### config.mk
export PLATFORM = sky130hd
export DESIGN_NAME = pipe_ctrl
export DESIGN_NICKNAME = d
export VERILOG_FILES = /design/src/rtl/pipe_ctrl.sv
export SDC_FILE = /design/constraint.sdc
export NUM_CORES = 1
export LEC_CHECK = 0
export BUFFER_PORTS_ARGS = -buffer_cell sky130_fd_sc_hd__clkbuf_2
export CAP_MARGIN = 20
export CORE_AREA = 3 3 120 122
export DETAILED_ROUTE_END_ITERATION = 12
export DIE_AREA = 0 0 123 125
export GPL_TIMING_DRIVEN = 1
export PLACE_DENSITY_LB_ADDON = 0.3
export SYNTH_ARGS = -nofsm -noshare
export SYNTH_HDL_FRONTEND = slang
export SYNTH_SLANG_ARGS = --single-unit
### constraint.sdc
create_clock -name clk -period 5.3 [get_ports clk]
set_input_delay 0.265 -clock clk [delete_from_list [all_inputs] [get_ports clk]]
set_output_delay 0.265 -clock clk [all_outputs]
set_load 0.02 [all_outputs]
### src/rtl/pipe_ctrl.sv
// Hazard/redirect controller for the 5-stage core: stall priority, branch/mret
// redirects and trap/interrupt entry sequencing. Optional counters: PIPE_CTRL_PERF_EN.
module pipe_ctrl #(
  parameter int XLEN = 32
) (
  input  logic            clk,
  input  logic            rst,
  input  logic            stallreq_if_i,
  input  logic            stallreq_id_i,
  input  logic            stallreq_ex_i,
  input  logic            stallreq_mem_i,
  input  logic            branch_req_i,
  input  logic [XLEN-1:0] branch_pc_i,
  input  logic            trap_req_i,
  input  logic [XLEN-1:0] trap_cause_i,
  input  logic [XLEN-1:0] mem_pc_i,
  input  logic            mem_valid_i,
  input  logic            irq_i,
  input  logic            irq_en_i,
  input  logic [XLEN-1:0] irq_cause_i,
  input  logic            mret_req_i,
  input  logic [XLEN-1:0] mtvec_i,
  input  logic [XLEN-1:0] mepc_i,
  output logic [5:0]      stall_o,
  output logic [4:0]      flush_o,
  output logic            redirect_valid_o,
  output logic [XLEN-1:0] redirect_pc_o,
  output logic            trap_commit_o,
  output logic [XLEN-1:0] trap_epc_o,
  output logic [XLEN-1:0] trap_cause_o,
  output logic            mret_commit_o
`ifdef PIPE_CTRL_PERF_EN
  ,
  output logic [XLEN-1:0] perf_stall_cnt_o,
  output logic [XLEN-1:0] perf_flush_cnt_o
`endif
);

  localparam logic [1:0] ST_IDLE      = 2'd0;
  localparam logic [1:0] ST_TRAP_CSR  = 2'd1;
  localparam logic [1:0] ST_TRAP_JUMP = 2'd2;

  logic [1:0]      state_r;
  logic [1:0]      state_nxt_s;
  logic            idle_s;
  logic            irq_take_s;
  logic            trap_take_s;
  logic            mret_take_s;
  logic            branch_take_s;
  logic [5:0]      stall_s;
  logic [4:0]      flush_s;
  logic            redirect_valid_s;
  logic [XLEN-1:0] redirect_pc_s;
  logic            trap_commit_s;
  logic            mret_commit_s;
  logic [XLEN-1:0] trap_epc_r;
  logic [XLEN-1:0] trap_cause_r;

  // Requests are only honoured in IDLE and never while reset is asserted.
  assign idle_s        = (state_r == ST_IDLE) && !rst;
  assign irq_take_s    = irq_i && irq_en_i && mem_valid_i;
  assign trap_take_s   = idle_s && !stallreq_mem_i && (trap_req_i || irq_take_s);
  assign mret_take_s   = idle_s && !stallreq_mem_i && mret_req_i && !trap_take_s;
  assign branch_take_s = idle_s && branch_req_i && !stallreq_mem_i && !stallreq_ex_i
                         && !trap_take_s && !mret_take_s;

  // Output decode and next-state selection.
  always_comb begin
    state_nxt_s      = state_r;
    stall_s          = 6'b000000;
    flush_s          = 5'b00000;
    redirect_valid_s = 1'b0;
    redirect_pc_s    = {XLEN{1'b0}};
    trap_commit_s    = 1'b0;
    mret_commit_s    = 1'b0;
    if (rst) begin
      state_nxt_s = ST_IDLE;
    end else begin
      case (state_r)
        ST_IDLE: begin
          if (trap_take_s) begin
            flush_s     = 5'b01110;
            state_nxt_s = ST_TRAP_CSR;
          end else if (mret_take_s) begin
            flush_s          = 5'b01110;
            redirect_valid_s = 1'b1;
            redirect_pc_s    = mepc_i;
            mret_commit_s    = 1'b1;
          end else if (branch_take_s) begin
            // id/if stall requests belong to the squashed instructions
            flush_s          = 5'b00110;
            redirect_valid_s = 1'b1;
            redirect_pc_s    = branch_pc_i;
          end else begin
            if (stallreq_mem_i) begin
              stall_s = 6'b011111;
            end else if (stallreq_ex_i) begin
              stall_s = 6'b001111;
            end else if (stallreq_id_i) begin
              stall_s = 6'b000111;
            end else if (stallreq_if_i) begin
              stall_s = 6'b000011;
            end else begin
              stall_s = 6'b000000;
            end
          end
        end
        ST_TRAP_CSR: begin
          trap_commit_s = 1'b1;
          stall_s       = 6'b000011;
          flush_s       = 5'b00010;
          state_nxt_s   = ST_TRAP_JUMP;
        end
        ST_TRAP_JUMP: begin
          redirect_valid_s = 1'b1;
          redirect_pc_s    = mtvec_i;
          flush_s          = 5'b00010;
          state_nxt_s      = ST_IDLE;
        end
        default: begin
          state_nxt_s = ST_IDLE;
        end
      endcase
    end
  end

  // FSM state register.
  always_ff @(posedge clk) begin
    if (rst) begin
      state_r <= ST_IDLE;
    end else begin
      state_r <= state_nxt_s;
    end
  end

  // EPC/cause captured at trap accept, held for the CSR commit cycle.
  always_ff @(posedge clk) begin
    if (rst) begin
      trap_epc_r   <= {XLEN{1'b0}};
      trap_cause_r <= {XLEN{1'b0}};
    end else if (trap_take_s) begin
      trap_epc_r   <= mem_pc_i;
      trap_cause_r <= trap_req_i ? trap_cause_i : irq_cause_i;
    end else begin
      trap_epc_r   <= trap_epc_r;
      trap_cause_r <= trap_cause_r;
    end
  end

  assign stall_o          = stall_s;
  assign flush_o          = flush_s;
  assign redirect_valid_o = redirect_valid_s;
  assign redirect_pc_o    = redirect_pc_s;
  assign trap_commit_o    = trap_commit_s;
  assign mret_commit_o    = mret_commit_s;
  assign trap_epc_o       = trap_epc_r;
  assign trap_cause_o     = trap_cause_r;

`ifdef PIPE_CTRL_PERF_EN
  logic [XLEN-1:0] perf_stall_cnt_r;
  logic [XLEN-1:0] perf_flush_cnt_r;

  // Cycle counters for stalled and flushing cycles; wrap naturally.
  always_ff @(posedge clk) begin
    if (rst) begin
      perf_stall_cnt_r <= {XLEN{1'b0}};
      perf_flush_cnt_r <= {XLEN{1'b0}};
    end else begin
      if (stall_s != 6'b000000) begin
        perf_stall_cnt_r <= perf_stall_cnt_r + {{(XLEN-1){1'b0}}, 1'b1};
      end
      if (flush_s != 5'b00000) begin
        perf_flush_cnt_r <= perf_flush_cnt_r + {{(XLEN-1){1'b0}}, 1'b1};
      end
    end
  end

  assign perf_stall_cnt_o = perf_stall_cnt_r;
  assign perf_flush_cnt_o = perf_flush_cnt_r;
`endif

endmodule

Yosys cells after proc, flatten, opt, wreduce, memory -nomap -nowiden
Cells that the tools add are included.
Widths: inputs -> output; s select.
Word-level totals
  input port bits: 204
  register bits: 66
  logic and storage cells: 59
  output and inout bits: 110
Operators by class
  reduce and logical (&&, ||, !) cells: 20
  multiplexer cells: 33
  eq/ne operators: 3
Operators with widths (count)
  $mux 32: 5
  $pmux 32 s2: 1
  $mux 5: 5
  $mux 4: 4
  $logic_and 1x1->1: 12
  $mux 1: 10
  $pmux 5 s2: 1
  $pmux 4 s2: 1
  $mux 3: 2
  $logic_not 1->1: 5
  $mux 2: 2
  $pmux 2 s2: 1
  $eq 2x1->1 const B: 1
  $eq 2x2->1 const B: 1
  $logic_not 2->1: 1
  $ne 2x2->1 const B: 1
  $pmux 1 s2: 1
  $reduce_or 2->1: 1
  $logic_or 1x1->1: 1

Longest topological paths before layout
Gate-level depths: netlist of the first run.
  word-level depth: 13
  gate-level depth with buffers: 7
  depth with buffers taken out: 5

Worst setup path before layout of the first run
No wires, ideal clock.
  path kind: input -> output
  start point: input trap_req_i
  end point: output stall_o[1]
  data arrival time: 1.822 ns
  path buffers: 2
  data required time: 5.035 ns
  path slack: 3.213 ns
  stages on the path: 5
  cell sequence: buf_6 -> a311oi_2 -> a21oi_1 -> o32ai_1 -> buf_4
Between the ends
  cells in the longest elaborated chain, start to end: 11
  elaborated cells between the ends (all ways): 12
  those cells by class: mux: 5; reduce/logical: 7
RTL lines
  start: declaration: RTL line 14  | input logic trap_req_i,
  $logic_or 1x1->1 *: RTL line 62  | assign trap_take_s = idle_s && !stallreq_mem_i && (trap_req_i || irq_take_s);
  $logic_and 1x1->1 *: RTL line 62
  $logic_not 1->1: RTL line 63, 65
  $logic_and 1x1->1: RTL line 63  | assign mret_take_s = idle_s && !stallreq_mem_i && mret_req_i && !trap_take_s;
  $logic_not 1->1: RTL line 65  | && !trap_take_s && !mret_take_s;
  $logic_and 1x1->1: RTL line 65
  $mux 5: RTL line 89  | end else if (branch_take_s) begin
  $mux 5: RTL line 84  | end else if (mret_take_s) begin
  $mux 5 *: RTL line 81  | if (trap_take_s) begin
  $pmux 5 s2 *: RTL line 79  | case (state_r)
  $mux 5 *: RTL line 76  | if (rst) begin
  end: declaration: RTL line 24  | output logic [5:0] stall_o,
Every way passes the cells marked *; elsewhere a longest branch is shown, timed or not.

Worst setup path after layout of the first run
  start point: input trap_req_i
  end point: output redirect_pc_o[18]
Between the ends
  cells in the longest elaborated chain, start to end: 11
  elaborated cells between the ends (all ways): 12
  those cells by class: mux: 5; reduce/logical: 7
RTL lines
  $logic_or 1x1->1 *: RTL line 62
  $logic_and 1x1->1 *: RTL line 62
  $logic_not 1->1: RTL line 63, 65
  $logic_and 1x1->1: RTL line 63
  $logic_not 1->1: RTL line 65
  $logic_and 1x1->1: RTL line 65
  $mux 32: RTL line 89
  $mux 32: RTL line 84
  $mux 32 *: RTL line 81
  $pmux 32 s2 *: RTL line 79
  $mux 32 *: RTL line 76
  end: declaration: RTL line 27  | output logic [XLEN-1:0] redirect_pc_o,
Marks and branches as above.

==> results.sh, run 1 <==
export IMPL_outcome="finished clean"
export IMPL_layout_drive_gt1_share_pct=48.4
export IMPL_postCtsHoldBufs=0
export IMPL_cp_end_kind="primary output"
export IMPL_ios=314
export IMPL_vias=4435
export IMPL_avgSynthCellArea_um2=8.75
export IMPL_fp_dieH_um=125
export IMPL_critPathMaxFanout=35
export IMPL_syn_area_um2=3680
export IMPL_die_w_um=123
export IMPL_nFillCells=1385
export IMPL_clk_pin_slew_ps=50
export IMPL_dp_hpwl_mm=12.9
export IMPL_start_util_pct=27.7
export IMPL_holdWs_ps=173
export IMPL_seq_area_frac_synth_pct=35.9
export IMPL_busiest_layer="met2"
export IMPL_finClkSkew_ps=2.90
export IMPL_leakagePower_nw=2.76
export IMPL_final_common_cell="clkbuf_2"
export IMPL_syn_to_final_growth_pct=50.8
export IMPL_cts_sinks=66
export IMPL_dp_cells=864
export IMPL_gp_congestion=0.805
export IMPL_cts_max_level=3
export IMPL_grt_pass1_vias=4447
export IMPL_drtAntennaViolNets=0
export IMPL_cts_setup_buffers=0
export IMPL_cp_arrival_ps=2780
export IMPL_cts_tree="yes"
export IMPL_required_ps=5040
export IMPL_cts_max_path_buffers=2
export IMPL_ctsResizeCount=0
export IMPL_fin_tns_setup_ps=0
export IMPL_preCtsSetupSlack_ps=1740
export IMPL_setup_viol_count_final=0
export IMPL_p_per_area_nw_per_um2=298
export IMPL_num_antenna_cells=0
export IMPL_port_buffers=310
export IMPL_viasPerCell=5.02
export IMPL_finalNetCount=912
export IMPL_tightest_slew_ps=768
export IMPL_dr_first_iter_drc_count=230
export IMPL_overflow=0
export IMPL_synth_flop_cell="dfxtp_1"
export IMPL_cap_viol_max_count=0
export IMPL_grt_use_total_pct=19.7
export IMPL_layout_common_cells="clkbuf_2 (310), a21oi_1 (68), dfxtp_1 (66)"
export IMPL_yosys_warnings=0
export IMPL_finalNonFillerCells=883
export IMPL_drv_slew=0
export IMPL_clk_latency_ps=320
export IMPL_rrSetupSlack_ps=3140
export IMPL_use_met1_pct=20.3
export IMPL_fin_crit_sh_pct=57.4
export IMPL_finalCriticalPeriod_ps=3040
export IMPL_seq_area_um2=1320
export IMPL_max_slew_margin_rel_pct=48.8
export IMPL_synthCells=421
export IMPL_grt_max_degree=74
export IMPL_drc=0
export IMPL_synth_distinct_cells=36
export IMPL_fin_ws_ps=2260
export IMPL_path_class="input port to primary output"
export IMPL_grt_pass1_wl_mm=23.7
export IMPL_numCtsBuffers=9
export IMPL_ys_seq_elements=66
export IMPL_grtUsageMet2_pct=37.0
export IMPL_rows=42
export IMPL_synthArstFlopShare_pct=0
export IMPL_synth_edf_count=0
export IMPL_crit_path_start_kind="input port"
export IMPL_core_area_um2=13300
export IMPL_fp_dieArea_um2=15400
export IMPL_groute_layer_met3_usage_pct=7.18
export IMPL_drt_total_wl_mm=16.2
export IMPL_peakVddDrop_mv=0.159
export IMPL_cts_root_buffer="clkbuf_16"
export IMPL_antenna_found_initial=0
export IMPL_wl_per_cell_um=18.3
export IMPL_fmax_mhz=329
export IMPL_multi_input_area_um2=2060
export IMPL_hold_path_class="input port to register"
export IMPL_hold_viol_final=0
export IMPL_rsz0062_at_grt="no"
export IMPL_dr_pass1_iters=4
state kept, by name, indices dropped and copies added (netlist names):
name,cells
state_r,2
trap_epc_o,32
trap_cause_o,32
cell type report:
cell class,instances,share of cell area (%)
Sequential cell,66,23.8
Inverter,5,0.338
Timing Repair Buffer,321,30.0
Tap cell,176,3.97
Clock inverter,3,0.270
Clock buffer,12,4.62
Multi-Input combinational cell,300,37.0
through the flow:
step | area [um2] | total power, mW | utilization [%]
2_1_floorplan | 3690 | 0.912 | -
3_3_place_gp | 5220 | 1.12 | 39.3
3_5_place_dp | 5220 | 1.12 | 39.3
4_1_cts | 5490 | 1.67 | 41.3
5_1_grt | 5550 | 1.74 | 41.8
6_report | 5550 | 1.65 | 41.8
worst max-delay path, cell delays in order:
cell,delay (ps)
clkbuf_2,350
buf_4,370
a31oi_2,160
buf_4,350
and3_1,610
buf_8,250
a221o_1,190
clkbuf_2,220
cells in the mapped netlist, types with 2 or more instances:
library cell   n  area [um2]
a21oi_1       68         340
dfxtp_1       66        1320
mux2i_1       33         330
a211oi_1      32         240
a221o_1       32         320
and2_1        32         200
nand3_1       32         160
o21ai_0       32         160
clkbuf_1      20        75.1
buf_2         13        65.1
buf_4         10        75.1
buf_6          7        78.8
ha_1           5        62.6
inv_1          5        18.8
nand2b_1       4        25.0
nor2_1         4        15.0
nor2b_1        3        18.8
nor3_1         3        15.0
and3_1         2        12.5
buf_1          2        7.51
routing by layer:
metal	up-vias	share of wire [%]
li1	2133	-
met1	2068	36
met2	217	52
met3	17	11
met4	0	1.7
met5	-	0
worst paths after layout:
kind / startpoint / depth (start not counted) / to
worst max register to register: state_r[0] / 7 / trap_cause_o[22]
worst min register to register: trap_epc_o[8] / 2 / trap_epc_o[8]
worst max-delay path: trap_req_i / 8 / redirect_pc_o[18]
worst min-delay path: mem_pc_i[14] / 3 / trap_epc_o[14]
logic make-up (layout without fill, tap and decap cells):
logic type	count (synthesis)	in the layout	synth area share, %
AOI/OAI and AO/OA	174	174	31.3
adders and majority gates	5	5	1.70
buffers and inverters	57	341	8.70
DFF	66	66	35.9
muxes	33	33	8.97
other	1	3	0.102
and+or+nand+nor	85	85	13.3
where the power goes:
| group | switching, mW | internal (mW) | total [mW] |
|---|---|---|---|
| logic | 0.332 | 0.212 | 0.544 |
| clock network | 0.202 | 0.337 | 0.539 |
| registers | 0.0280 | 0.544 | 0.572 |
Note: power is estimated with default switching activity, not from simulation.
==> inputs of run 2 (changes only) <==
==> constraint.sdc (replaced) <==
create_clock -name clk -period 2.5 [get_ports clk]
set_input_delay 0.125 -clock clk [delete_from_list [all_inputs] [get_ports clk]]
set_output_delay 0.125 -clock clk [all_outputs]
set_load 0.02 [all_outputs]
==> run 2 against run 1 <==
Register-to-register slack lost 2800 ps. Global-route usage decreased by 0.88 points. Sequential share of layout area fell by 0.50 points. Non-clock buffer count rose by 3.
==> results.sh, run 2 (synthesized netlist as in run 1, its figures left out) <==
export IMPL_outcome="finished clean"
export IMPL_required_ps=2380
export IMPL_cp_end_kind="primary output"
export IMPL_antenna_found_initial=2
export IMPL_fp_dieArea_um2=15400
export IMPL_drv_slew=0
export IMPL_clk_pin_slew_ps=60
export IMPL_dp_cells=870
export IMPL_ios=314
export IMPL_hold_viol_final=0
export IMPL_port_buffers=310
export IMPL_fp_dieH_um=125
export IMPL_nFillCells=1406
export IMPL_cap_viol_max_count=0
export IMPL_drc=0
export IMPL_max_slew_margin_rel_pct=64.1
export IMPL_cts_root_buffer="clkbuf_16"
export IMPL_stdcell_area_um2=5670
export IMPL_dp_hpwl_mm=12.5
export IMPL_numCtsBuffers=9
export IMPL_core_area_um2=13300
export IMPL_final_common_cell="clkbuf_2"
export IMPL_finalCriticalPeriod_ps=2350
export IMPL_finClkSkew_ps=3.62
export IMPL_die_w_um=123
export IMPL_drt_total_wl_mm=15.5
export IMPL_wl_per_cell_um=17.5
export IMPL_r2r_cells=7
export IMPL_start_util_pct=27.7
export IMPL_hp_start="mem_pc_i[7]"
export IMPL_placed_area_um2=5280
export IMPL_num_antenna_cells=0
export IMPL_vias=4415
export IMPL_overflow=0
export IMPL_peakVddDrop_mv=0.292
export IMPL_grt_pass1_vias=4346
export IMPL_path_class="register to primary output"
export IMPL_rows=42
export IMPL_finalNetCount=915
export IMPL_rrSetupSlack_ps=300
export IMPL_viasPerCell=4.98
export IMPL_holdWs_ps=29.1
export IMPL_clk_latency_ps=330
export IMPL_critPathMaxFanout=33
export IMPL_cts_tree="yes"
export IMPL_gp_congestion=0.820
export IMPL_layout_drive_gt1_share_pct=48.9
export IMPL_grt_use_total_pct=18.9
export IMPL_leakagePower_nw=2.81
export IMPL_fin_crit_sh_pct=94.0
export IMPL_fmax_mhz=426
export IMPL_setup_viol_count_final=0
export IMPL_cts_max_level=3
export IMPL_dr_first_iter_drc_count=134
export IMPL_fin_tns_setup_ps=0
export IMPL_grt_max_degree=54
export IMPL_cp_arrival_ps=2220
export IMPL_hold_depth=3
export IMPL_holdPathEnd="trap_epc_o[7]"
export IMPL_grt_pass1_wl_mm=22.8
export IMPL_total_power_mw=3.85
export IMPL_r2r_end="trap_cause_o[16]"
export IMPL_drtAntennaViolNets=0
export IMPL_cts_max_path_buffers=2
export IMPL_rsz0062_at_grt="no"
export IMPL_tightest_slew_ps=538
export IMPL_hold_path_class="input port to register"
export IMPL_crit_path_start_kind="register"
export IMPL_cts_setup_buffers=0
export IMPL_syn_to_final_growth_pct=54.0
export IMPL_p_per_area_nw_per_um2=679
export IMPL_layout_common_cells="clkbuf_2 (310), a21oi_1 (68), dfxtp_1 (66)"
export IMPL_dr_pass1_iters=4
export IMPL_cts_sinks=66
export IMPL_r2r_start="state_r[0]"
export IMPL_finalNonFillerCells=887
==> run 2: cell types whose count changed in the layout (fill, tap and decap cells not counted) <==
cell       delta
buf_4         +3
bufinv_16     +3
a211oi_2      -1
a211oi_4      +1
buf_12        +1
buf_8         -1
clkbuf_1      -1
clkinv_2      -1
or3b_1        -1
or3b_4        +1
==> run 2: worst max path at each step <==
stage | slack (ps) | end | depth (start not counted) | start
global placement | 390 | flush_o[1] | 6 | state_r[0]
CTS | 20 | redirect_pc_o[7] | 6 | state_r[0]
detailed placement | 270 | trap_cause_o[16] | 7 | state_r[0]
global route | 0.4 | redirect_pc_o[18] | 7 | state_r[0]
finish | 150 | redirect_pc_o[17] | 7 | state_r[0]
floorplan | 600 | flush_o[1] | 6 | state_r[0]
==> run 2: critical path, stage by stage, from the launching register on <==
cell      delay, ps
dfxtp_1         380
inv_1           100
ha_1            260
nor3b_4         180
and3_1          210
buf_8           180
a221o_1         370
clkbuf_2        200
==> run 2: what timing repair did <==
action	4_1_cts	5_1_grt
endpoints found under the setup margin	1	33
hold buffers	0	0
resized for setup	1	5
==> run 2: per-stage QoR <==
step / util, % / worst slack, ps
6_report: 42.7 / 151
5_1_grt: 42.7 / 0.377
4_1_cts: 42.4 / 15.4
3_5_place_dp: 39.7 / 266
3_3_place_gp: 39.7 / 392
2_1_floorplan: - / 601
==> run 2: power by group <==
group | internal [mW] | switching [mW]
Clock | 1.02 | 0.462
Combinational | 0.458 | 0.696
Sequential | 1.15 | 0.0564
==> run 2: layout make-up <==
| type | instances | area [um2] | share of cell area [%] |
|---|---|---|---|
| multi-input combinational | 300 | 2070 | 36.4 |
| timing repair buffer | 324 | 1690 | 29.8 |
| sequential | 66 | 1320 | 23.3 |
| clock buffer | 11 | 253 | 4.46 |
| tap | 176 | 220 | 3.88 |
| clock inverter | 5 | 100 | 1.76 |
| inverter | 5 | 18.8 | 0.331 |
==> run 2: per-layer routing <==
metal	track usage (%)	vias to the layer above	part of all wire, %
met5	0	-	0.17
met4	5.73	4	1.6
met3	6.78	22	10
met2	34.8	213	51
met1	19.7	2032	36
li1	-	2144	-
